--- config.mk ---
export PLATFORM = sky130hd
export DESIGN_NAME = ram_arbiter_2req
export DESIGN_NICKNAME = d
export VERILOG_FILES = /design/src/rtl/ram_arb_pkg.sv /design/src/rtl/ram_arbiter_2req_rr_arb2.sv /design/src/rtl/ram_arbiter_2req.sv
export SDC_FILE = /design/constraint.sdc
export NUM_CORES = 1
export LEC_CHECK = 0
export CAP_MARGIN = 40
export CORE_AREA = 2 2 140 128
export CTS_BUF_LIST = sky130_fd_sc_hd__clkbuf_16
export CTS_CLUSTER_SIZE = 30
export DETAILED_ROUTE_END_ITERATION = 8
export DIE_AREA = 0 0 142 130
export PLACE_DENSITY = 0.61
export SYNTH_ARGS = -nofsm -noshare
export SYNTH_HDL_FRONTEND = slang
export SYNTH_HIERARCHICAL = 1
export SYNTH_SLANG_ARGS = --single-unit
--- constraint.sdc ---
create_clock -name clk -period 2.8 [get_ports clk]
set_clock_uncertainty 0.1 [all_clocks]
set_input_delay 0.42 -clock clk [delete_from_list [all_inputs] [get_ports clk]]
set_output_delay 0.42 -clock clk [all_outputs]
set_load 0.05 [all_outputs]
--- src/rtl/ram_arb_pkg.sv ---
`default_nettype none
// ============================================================================
// Module      : ram_arb_pkg
// Description : Shared types and constants for the two-requester RAM
//               arbiter: FSM state encoding, requester ids and the
//               round-robin pick rule used by rr_arb2.
// Ports       : none (package)
// Revision    : 1.0 - initial release
// ============================================================================
package ram_arb_pkg;

   // Sequencer states. ACCESS lasts exactly one cycle.
   typedef enum logic [0:0] {
      IDLE   = 1'b0,
      ACCESS = 1'b1
   } state_e;

   // Requester ids, as carried in the winner/cmd id signals.
   localparam logic REQ0 = 1'b0;
   localparam logic REQ1 = 1'b1;

   // Round-robin pick between two requesters.
   // A lone requester wins outright; on contention the requester that did
   // not win last time is chosen. With no request the result is REQ0, which
   // callers must ignore (they only use it when a request is present).
   function automatic logic rr_pick(input logic r0,
                                    input logic r1,
                                    input logic last_gnt);
      logic pick;
      if (r0 && r1) begin
         pick = ~last_gnt;
      end else if (r1) begin
         pick = REQ1;
      end else begin
         pick = REQ0;
      end
      return pick;
   endfunction

endpackage : ram_arb_pkg
`default_nettype wire

--- src/rtl/ram_arbiter_2req_rr_arb2.sv ---
`default_nettype none
// ============================================================================
// Module      : rr_arb2
// Description : Two-way round-robin arbiter. Holds the last-granted id and
//               presents the current winner combinationally. The history
//               register moves to the winner only when the caller strobes
//               advance_i, i.e. when a command is actually accepted.
// Ports       : clk        - system clock
//               reset      - synchronous active-high reset
//               req0_i     - requester 0 request
//               req1_i     - requester 1 request
//               advance_i  - a grant is being taken this cycle
//               gnt_id_o   - id of the requester that wins this cycle
// Revision    : 1.0 - initial release
// ============================================================================
module rr_arb2
   import ram_arb_pkg::*;
(
   input  logic clk,
   input  logic reset,
   input  logic req0_i,
   input  logic req1_i,
   input  logic advance_i,
   output logic gnt_id_o
);

   logic last_gnt_q;
   logic last_gnt_d;

   always_comb begin
      gnt_id_o   = rr_pick(req0_i, req1_i, last_gnt_q);
      last_gnt_d = last_gnt_q;
      if (advance_i) begin
         last_gnt_d = gnt_id_o;
      end
   end

   // Reset to REQ1 so that requester 0 wins the first contention.
   always_ff @(posedge clk) begin
      if (reset) begin
         last_gnt_q <= REQ1;
      end else begin
         last_gnt_q <= last_gnt_d;
      end
   end

endmodule : rr_arb2
`default_nettype wire

--- src/rtl/ram_arbiter_2req.sv ---
`default_nettype none
// ============================================================================
// Module      : ram_arbiter_2req
// Description : Round-robin arbiter and sequencer placing two single-word
//               requesters onto one single-port RAM (synchronous write,
//               asynchronous read). A winning command is registered in IDLE,
//               drives the RAM port for the single ACCESS cycle, and read
//               data is returned in the cycle after ACCESS.
// Ports       : clk, reset           - clock, synchronous active-high reset
//               req0/we0/addr0/wdata0 - requester 0 command (held until ack0)
//               ack0                  - requester 0 command executed this cycle
//               rdata0/rvalid0        - requester 0 read return
//               req1 ... rvalid1      - same for requester 1
//               ram_we/ram_address/ram_d - RAM port drive
//               ram_q                 - RAM combinational read data
// Revision    : 1.0 - initial release
// ============================================================================
module ram_arbiter_2req
   import ram_arb_pkg::*;
#(
   parameter int Data_width = 32,
   parameter int Addr_width = 7
) (
   input  logic                  clk,
   input  logic                  reset,
   // requester 0
   input  logic                  req0,
   input  logic                  we0,
   input  logic [Addr_width-1:0] addr0,
   input  logic [Data_width-1:0] wdata0,
   output logic                  ack0,
   output logic [Data_width-1:0] rdata0,
   output logic                  rvalid0,
   // requester 1
   input  logic                  req1,
   input  logic                  we1,
   input  logic [Addr_width-1:0] addr1,
   input  logic [Data_width-1:0] wdata1,
   output logic                  ack1,
   output logic [Data_width-1:0] rdata1,
   output logic                  rvalid1,
   // RAM port
   output logic                  ram_we,
   output logic [Addr_width-1:0] ram_address,
   output logic [Data_width-1:0] ram_d,
   input  logic [Data_width-1:0] ram_q
);

   // ------------------------------------------------------------------
   // State and command registers
   // ------------------------------------------------------------------
   state_e                state_q;
   state_e                state_d;
   logic                  cmd_id_q;
   logic                  cmd_id_d;
   logic                  cmd_we_q;
   logic                  cmd_we_d;
   // The cmd address/data registers drive the RAM port directly, so the
   // port holds its last value outside ACCESS without extra registers.
   logic [Addr_width-1:0] cmd_addr_q;
   logic [Addr_width-1:0] cmd_addr_d;
   logic [Data_width-1:0] cmd_wdata_q;
   logic [Data_width-1:0] cmd_wdata_d;

   logic [Data_width-1:0] rdata0_q;
   logic [Data_width-1:0] rdata0_d;
   logic [Data_width-1:0] rdata1_q;
   logic [Data_width-1:0] rdata1_d;
   logic                  rvalid0_q;
   logic                  rvalid0_d;
   logic                  rvalid1_q;
   logic                  rvalid1_d;

   logic                  any_req;
   logic                  take_cmd;
   logic                  gnt_id;
   logic                  access_live;

   assign any_req  = req0 | req1;
   // Requests are only looked at in IDLE; a req still high during its own
   // ACCESS cycle is not re-sampled.
   assign take_cmd = (state_q == IDLE) && any_req;

   // ------------------------------------------------------------------
   // Round-robin winner selection
   // ------------------------------------------------------------------
   rr_arb2 u_rr_arb2 (
      .clk       (clk),
      .reset     (reset),
      .req0_i    (req0),
      .req1_i    (req1),
      .advance_i (take_cmd),
      .gnt_id_o  (gnt_id)
   );

   // ------------------------------------------------------------------
   // Next-state, command capture and read capture
   // ------------------------------------------------------------------
   always_comb begin
      state_d     = state_q;
      cmd_id_d    = cmd_id_q;
      cmd_we_d    = cmd_we_q;
      cmd_addr_d  = cmd_addr_q;
      cmd_wdata_d = cmd_wdata_q;
      rdata0_d    = rdata0_q;
      rdata1_d    = rdata1_q;
      rvalid0_d   = 1'b0;
      rvalid1_d   = 1'b0;

      unique case (state_q)
         IDLE: begin
            if (any_req) begin
               state_d  = ACCESS;
               cmd_id_d = gnt_id;
               if (gnt_id == REQ1) begin
                  cmd_we_d    = we1;
                  cmd_addr_d  = addr1;
                  cmd_wdata_d = wdata1;
               end else begin
                  cmd_we_d    = we0;
                  cmd_addr_d  = addr0;
                  cmd_wdata_d = wdata0;
               end
            end
         end

         ACCESS: begin
            state_d = IDLE;
            // The RAM is read asynchronously, so ram_q already reflects
            // cmd_addr during ACCESS and is captured on the closing edge.
            if (!cmd_we_q) begin
               if (cmd_id_q == REQ1) begin
                  rdata1_d  = ram_q;
                  rvalid1_d = 1'b1;
               end else begin
                  rdata0_d  = ram_q;
                  rvalid0_d = 1'b1;
               end
            end
         end

         default: begin
            state_d = IDLE;
         end
      endcase
   end

   always_ff @(posedge clk) begin
      if (reset) begin
         state_q     <= IDLE;
         cmd_id_q    <= REQ0;
         cmd_we_q    <= 1'b0;
         cmd_addr_q  <= '0;
         cmd_wdata_q <= '0;
         rdata0_q    <= '0;
         rdata1_q    <= '0;
         rvalid0_q   <= 1'b0;
         rvalid1_q   <= 1'b0;
      end else begin
         state_q     <= state_d;
         cmd_id_q    <= cmd_id_d;
         cmd_we_q    <= cmd_we_d;
         cmd_addr_q  <= cmd_addr_d;
         cmd_wdata_q <= cmd_wdata_d;
         rdata0_q    <= rdata0_d;
         rdata1_q    <= rdata1_d;
         rvalid0_q   <= rvalid0_d;
         rvalid1_q   <= rvalid1_d;
      end
   end

   // ------------------------------------------------------------------
   // Outputs
   // ------------------------------------------------------------------
   // Reset is folded in combinationally so that a reset arriving during
   // ACCESS blocks the RAM write and the ack in that same cycle; the
   // command is then dropped by the register reset.
   assign access_live = (state_q == ACCESS) && !reset;

   assign ack0        = access_live && (cmd_id_q == REQ0);
   assign ack1        = access_live && (cmd_id_q == REQ1);
   assign ram_we      = access_live && cmd_we_q;
   assign ram_address = cmd_addr_q;
   assign ram_d       = cmd_wdata_q;

   assign rdata0      = rdata0_q;
   assign rdata1      = rdata1_q;
   assign rvalid0     = rvalid0_q;
   assign rvalid1     = rvalid1_q;

endmodule : ram_arbiter_2req
`default_nettype wire

==> impl_metrics.env <==
export IMPL_synth_fp_nets=593
export IMPL_pwr_density_cell_mw_per_mm2=584
export IMPL_track_usage_pct=13.7
export IMPL_cts_buffers_inserted=9
export IMPL_setup_violations=0
export IMPL_arrival_ns=1.83
export IMPL_startpoint="state_q$_SDFF_PP0_"
export IMPL_period_needed_ns=2.35
export IMPL_timing_slew_headroom_pct=45.7
export IMPL_syn_area_mm2=0.00417
export IMPL_fin_nets=795
export IMPL_crit_fanout=8
export IMPL_num_io_pins=224
export IMPL_switching_share_pct=31.1
export IMPL_yosys_warnings=6
export IMPL_core_rowCount=46
export IMPL_reg2reg_setup_slack_ns=1.23
export IMPL_wire_per_inst_um=14.0
export IMPL_pwr_share_seq_pct=42.4
export IMPL_die_w_um=142
export IMPL_p_int_mw=2.76
export IMPL_ys_ff_latch=109
export IMPL_fp_dieArea_mm2=0.0185
export IMPL_num_vias=3918
export IMPL_synthTopCellsByArea="dfxtp_1, nand2_1, mux2i_1"
export IMPL_cp_endpoint="ack0"
export IMPL_drv_cap=0
export IMPL_tightest_slew_ns=0.815
export IMPL_yosysUniqueCellTypes=19
export IMPL_synth_area_per_cell_um2=8.73
export IMPL_synth_edf_count=0
export IMPL_cts_repair_resized=0
export IMPL_clk_pin_slew_ns=0.08
export IMPL_async_reset_ff_share_pct=0
export IMPL_clock_path_buffers=2
export IMPL_place_inst=884
export IMPL_timing_setup_tns_ns=0
export IMPL_cp_start_kind="flip-flop"
export IMPL_grt_first_pass_wirelength_um=19600
export IMPL_avgViaCountPerCell=4.35
export IMPL_clock_latency_ns=0.35
export IMPL_cts_max_level=3
export IMPL_pwr_share_comb_pct=24.7
export IMPL_fin_util_pct=39.9
export IMPL_drtAntennaViolNets=0
export IMPL_synth_area_leader_cell="dfxtp_1"
export IMPL_grt_ovfl_total=0
export IMPL_synth_top_area_share_pct=52.4
export IMPL_hpwl_um=8930
export IMPL_drive_gt1_share_pct=3.95
export IMPL_synth_most_common_cell="nand2_1"
export IMPL_post_cts_setup_buffer_count=0
export IMPL_syn_instance_count=477
export IMPL_r2r_cells=4
export IMPL_initial_core_util_pct=24.2
export IMPL_cts_sinks=109
export IMPL_cts_tree="built"
export IMPL_fin_cells=900
export IMPL_post_route_drc_count=0
export IMPL_crit_required_ns=2.28
export IMPL_wirelength_um=12600
export IMPL_status="finished, final reports clean"
export IMPL_holdBufCountCts=0
export IMPL_reg2reg_from="state_q$_SDFF_PP0_"
export IMPL_root_buffer="clkbuf_16"
export IMPL_clkPwrFrac_pct=33.0
export IMPL_drv_slew=0
export IMPL_netlist_top_cells_count="nand2_1, dfxtp_1, a21oi_1"
export IMPL_rsz0062_at_grt="no"
export IMPL_grt_antenna_before_repair=0
export IMPL_fin_crit_sh_pct=83.9
export IMPL_whs_ns=0.354
export IMPL_port_buffers=223
export IMPL_dr_pass1_iters=4
export IMPL_grt_pass1_vias=3664
export IMPL_fmax_mhz=426
export IMPL_die_h_um=130
export IMPL_drtIter0Drc=104
export IMPL_crit_type="flip-flop to output pin"
export IMPL_grt_max_degree=76
export IMPL_syn2layout_area_growth_pct=64.9
export IMPL_endpoint_kind="output pin"
export IMPL_p_switching_mw=1.25
export IMPL_diodes=0
export IMPL_seq_area_frac_synth_pct=52.4
export IMPL_finalHoldViolations=0
export IMPL_core_area_mm2=0.0172
export IMPL_peakVddDrop_uv=314
export IMPL_r2r_end="ram_d[4]$_SDFFE_PP0P_"
export IMPL_place_gp_congestion=0.689
export IMPL_hp_class="flip-flop to flip-flop"
export IMPL_fillCellCount=1791
export IMPL_p_leak_nw=2.47
export IMPL_synth_flop_cell="dfxtp_1"
==> layout make-up <==
cell class | instances | area (µm²) | area share [%]
Sequential cell | 109 | 2180 | 31.8
Multi-Input combinational cell | 328 | 1800 | 26.2
Timing Repair Buffer | 231 | 2310 | 33.7
Clock buffer | 9 | 225 | 3.28
Tap cell | 216 | 270 | 3.93
Clock inverter | 7 | 81.3 | 1.18
==> power groups by stage <==
stage | combinational (mW) | sequential [mW] | clock [mW]
after detailed placement | 1.00 | 1.74 | 0
after floorplan | 0.266 | 2.05 | 0
after global routing | 1.05 | 1.71 | 1.44
after CTS | 1.00 | 1.70 | 1.39
after global placement | 0.999 | 1.74 | 0
final | 0.990 | 1.70 | 1.32
==> worst max-delay path, stage by stage, from the launching register on <==
cell	delay, ns
dfxtp_1	0.44
nor3b_1	0.21
clkdlybuf4s50_1	0.83
==> layer usage <==
metal	up-vias	global-route usage, %	part of all wire [%]	routed length (µm)
li1	2022	-	-	-
met1	1728	16.3	44	5580
met2	155	22.5	45	5710
met3	13	5.76	8.8	1110
met4	0	4.29	1.4	179
met5	-	0	0	0
==> worst min path at each step <==
stage,from,end,slack [ns],cells after the start
detailed placement,rdata0[27]$_SDFFE_PP0P_,rdata0[27]$_SDFFE_PP0P_,0.35,2
CTS,rdata1[6]$_SDFFE_PP0P_,rdata1[6]$_SDFFE_PP0P_,0.36,2
floorplan,reset,u_rr_arb2/last_gnt_q$_SDFFE_PP1P_,0.41,1
finish,rdata0[27]$_SDFFE_PP0P_,rdata0[27]$_SDFFE_PP0P_,0.35,2
global route,rdata0[27]$_SDFFE_PP0P_,rdata0[27]$_SDFFE_PP0P_,0.37,2
global placement,rdata1[10]$_SDFFE_PP0P_,rdata1[10]$_SDFFE_PP0P_,0.34,2
==> cells by family (layout without fill, tap and decap cells) <==
| group | Yosys count | count (layout) | synth area share (%) |
|---|---|---|---|
| AND/OR/NAND/NOR | 180 | 180 | 17.2 |
| flip-flops | 109 | 109 | 52.4 |
| AO/OA/AOI/OAI | 107 | 107 | 15.5 |
| multiplexers | 41 | 41 | 9.85 |
| buffers and inverters | 40 | 247 | 5.05 |
==> state kept, by name, summed over array words and instances, names as in the netlist <==
register              count
u_rr_arb2/last_gnt_q      1
rdata0                   32
ram_d                    32
cmd_we_q                  1
cmd_id_q                  1
state_q                   1
rvalid1                   1
ram_address               7
rvalid0                   1
rdata1                   32
==> through the flow <==
step	cell area [µm²]	power, mW	setup slack, ns
6_report	6870	4.01	0.452
5_1_grt	6870	4.21	0.257
4_1_cts	6870	4.10	0.412
3_5_place_dp	6570	2.74	0.553
3_3_place_gp	6570	2.73	0.543
2_1_floorplan	4170	2.32	0.513
==> cell usage in the layout, fill, tap and decap left out, types with 3 or more instances in the layout <==
| cell type | instances |
|---|---|
| buf_4 | 7 |
| dfxtp_1 | 109 |
| a21oi_1 | 64 |
| a211oi_1 | 40 |
| clkbuf_16 | 9 |
| and3b_1 | 3 |
| nor2_1 | 43 |
| nand2_1 | 128 |
| clkdlybuf4s50_1 | 222 |
| mux2i_1 | 41 |
No activity file was read; power rests on OpenSTA's default activity.
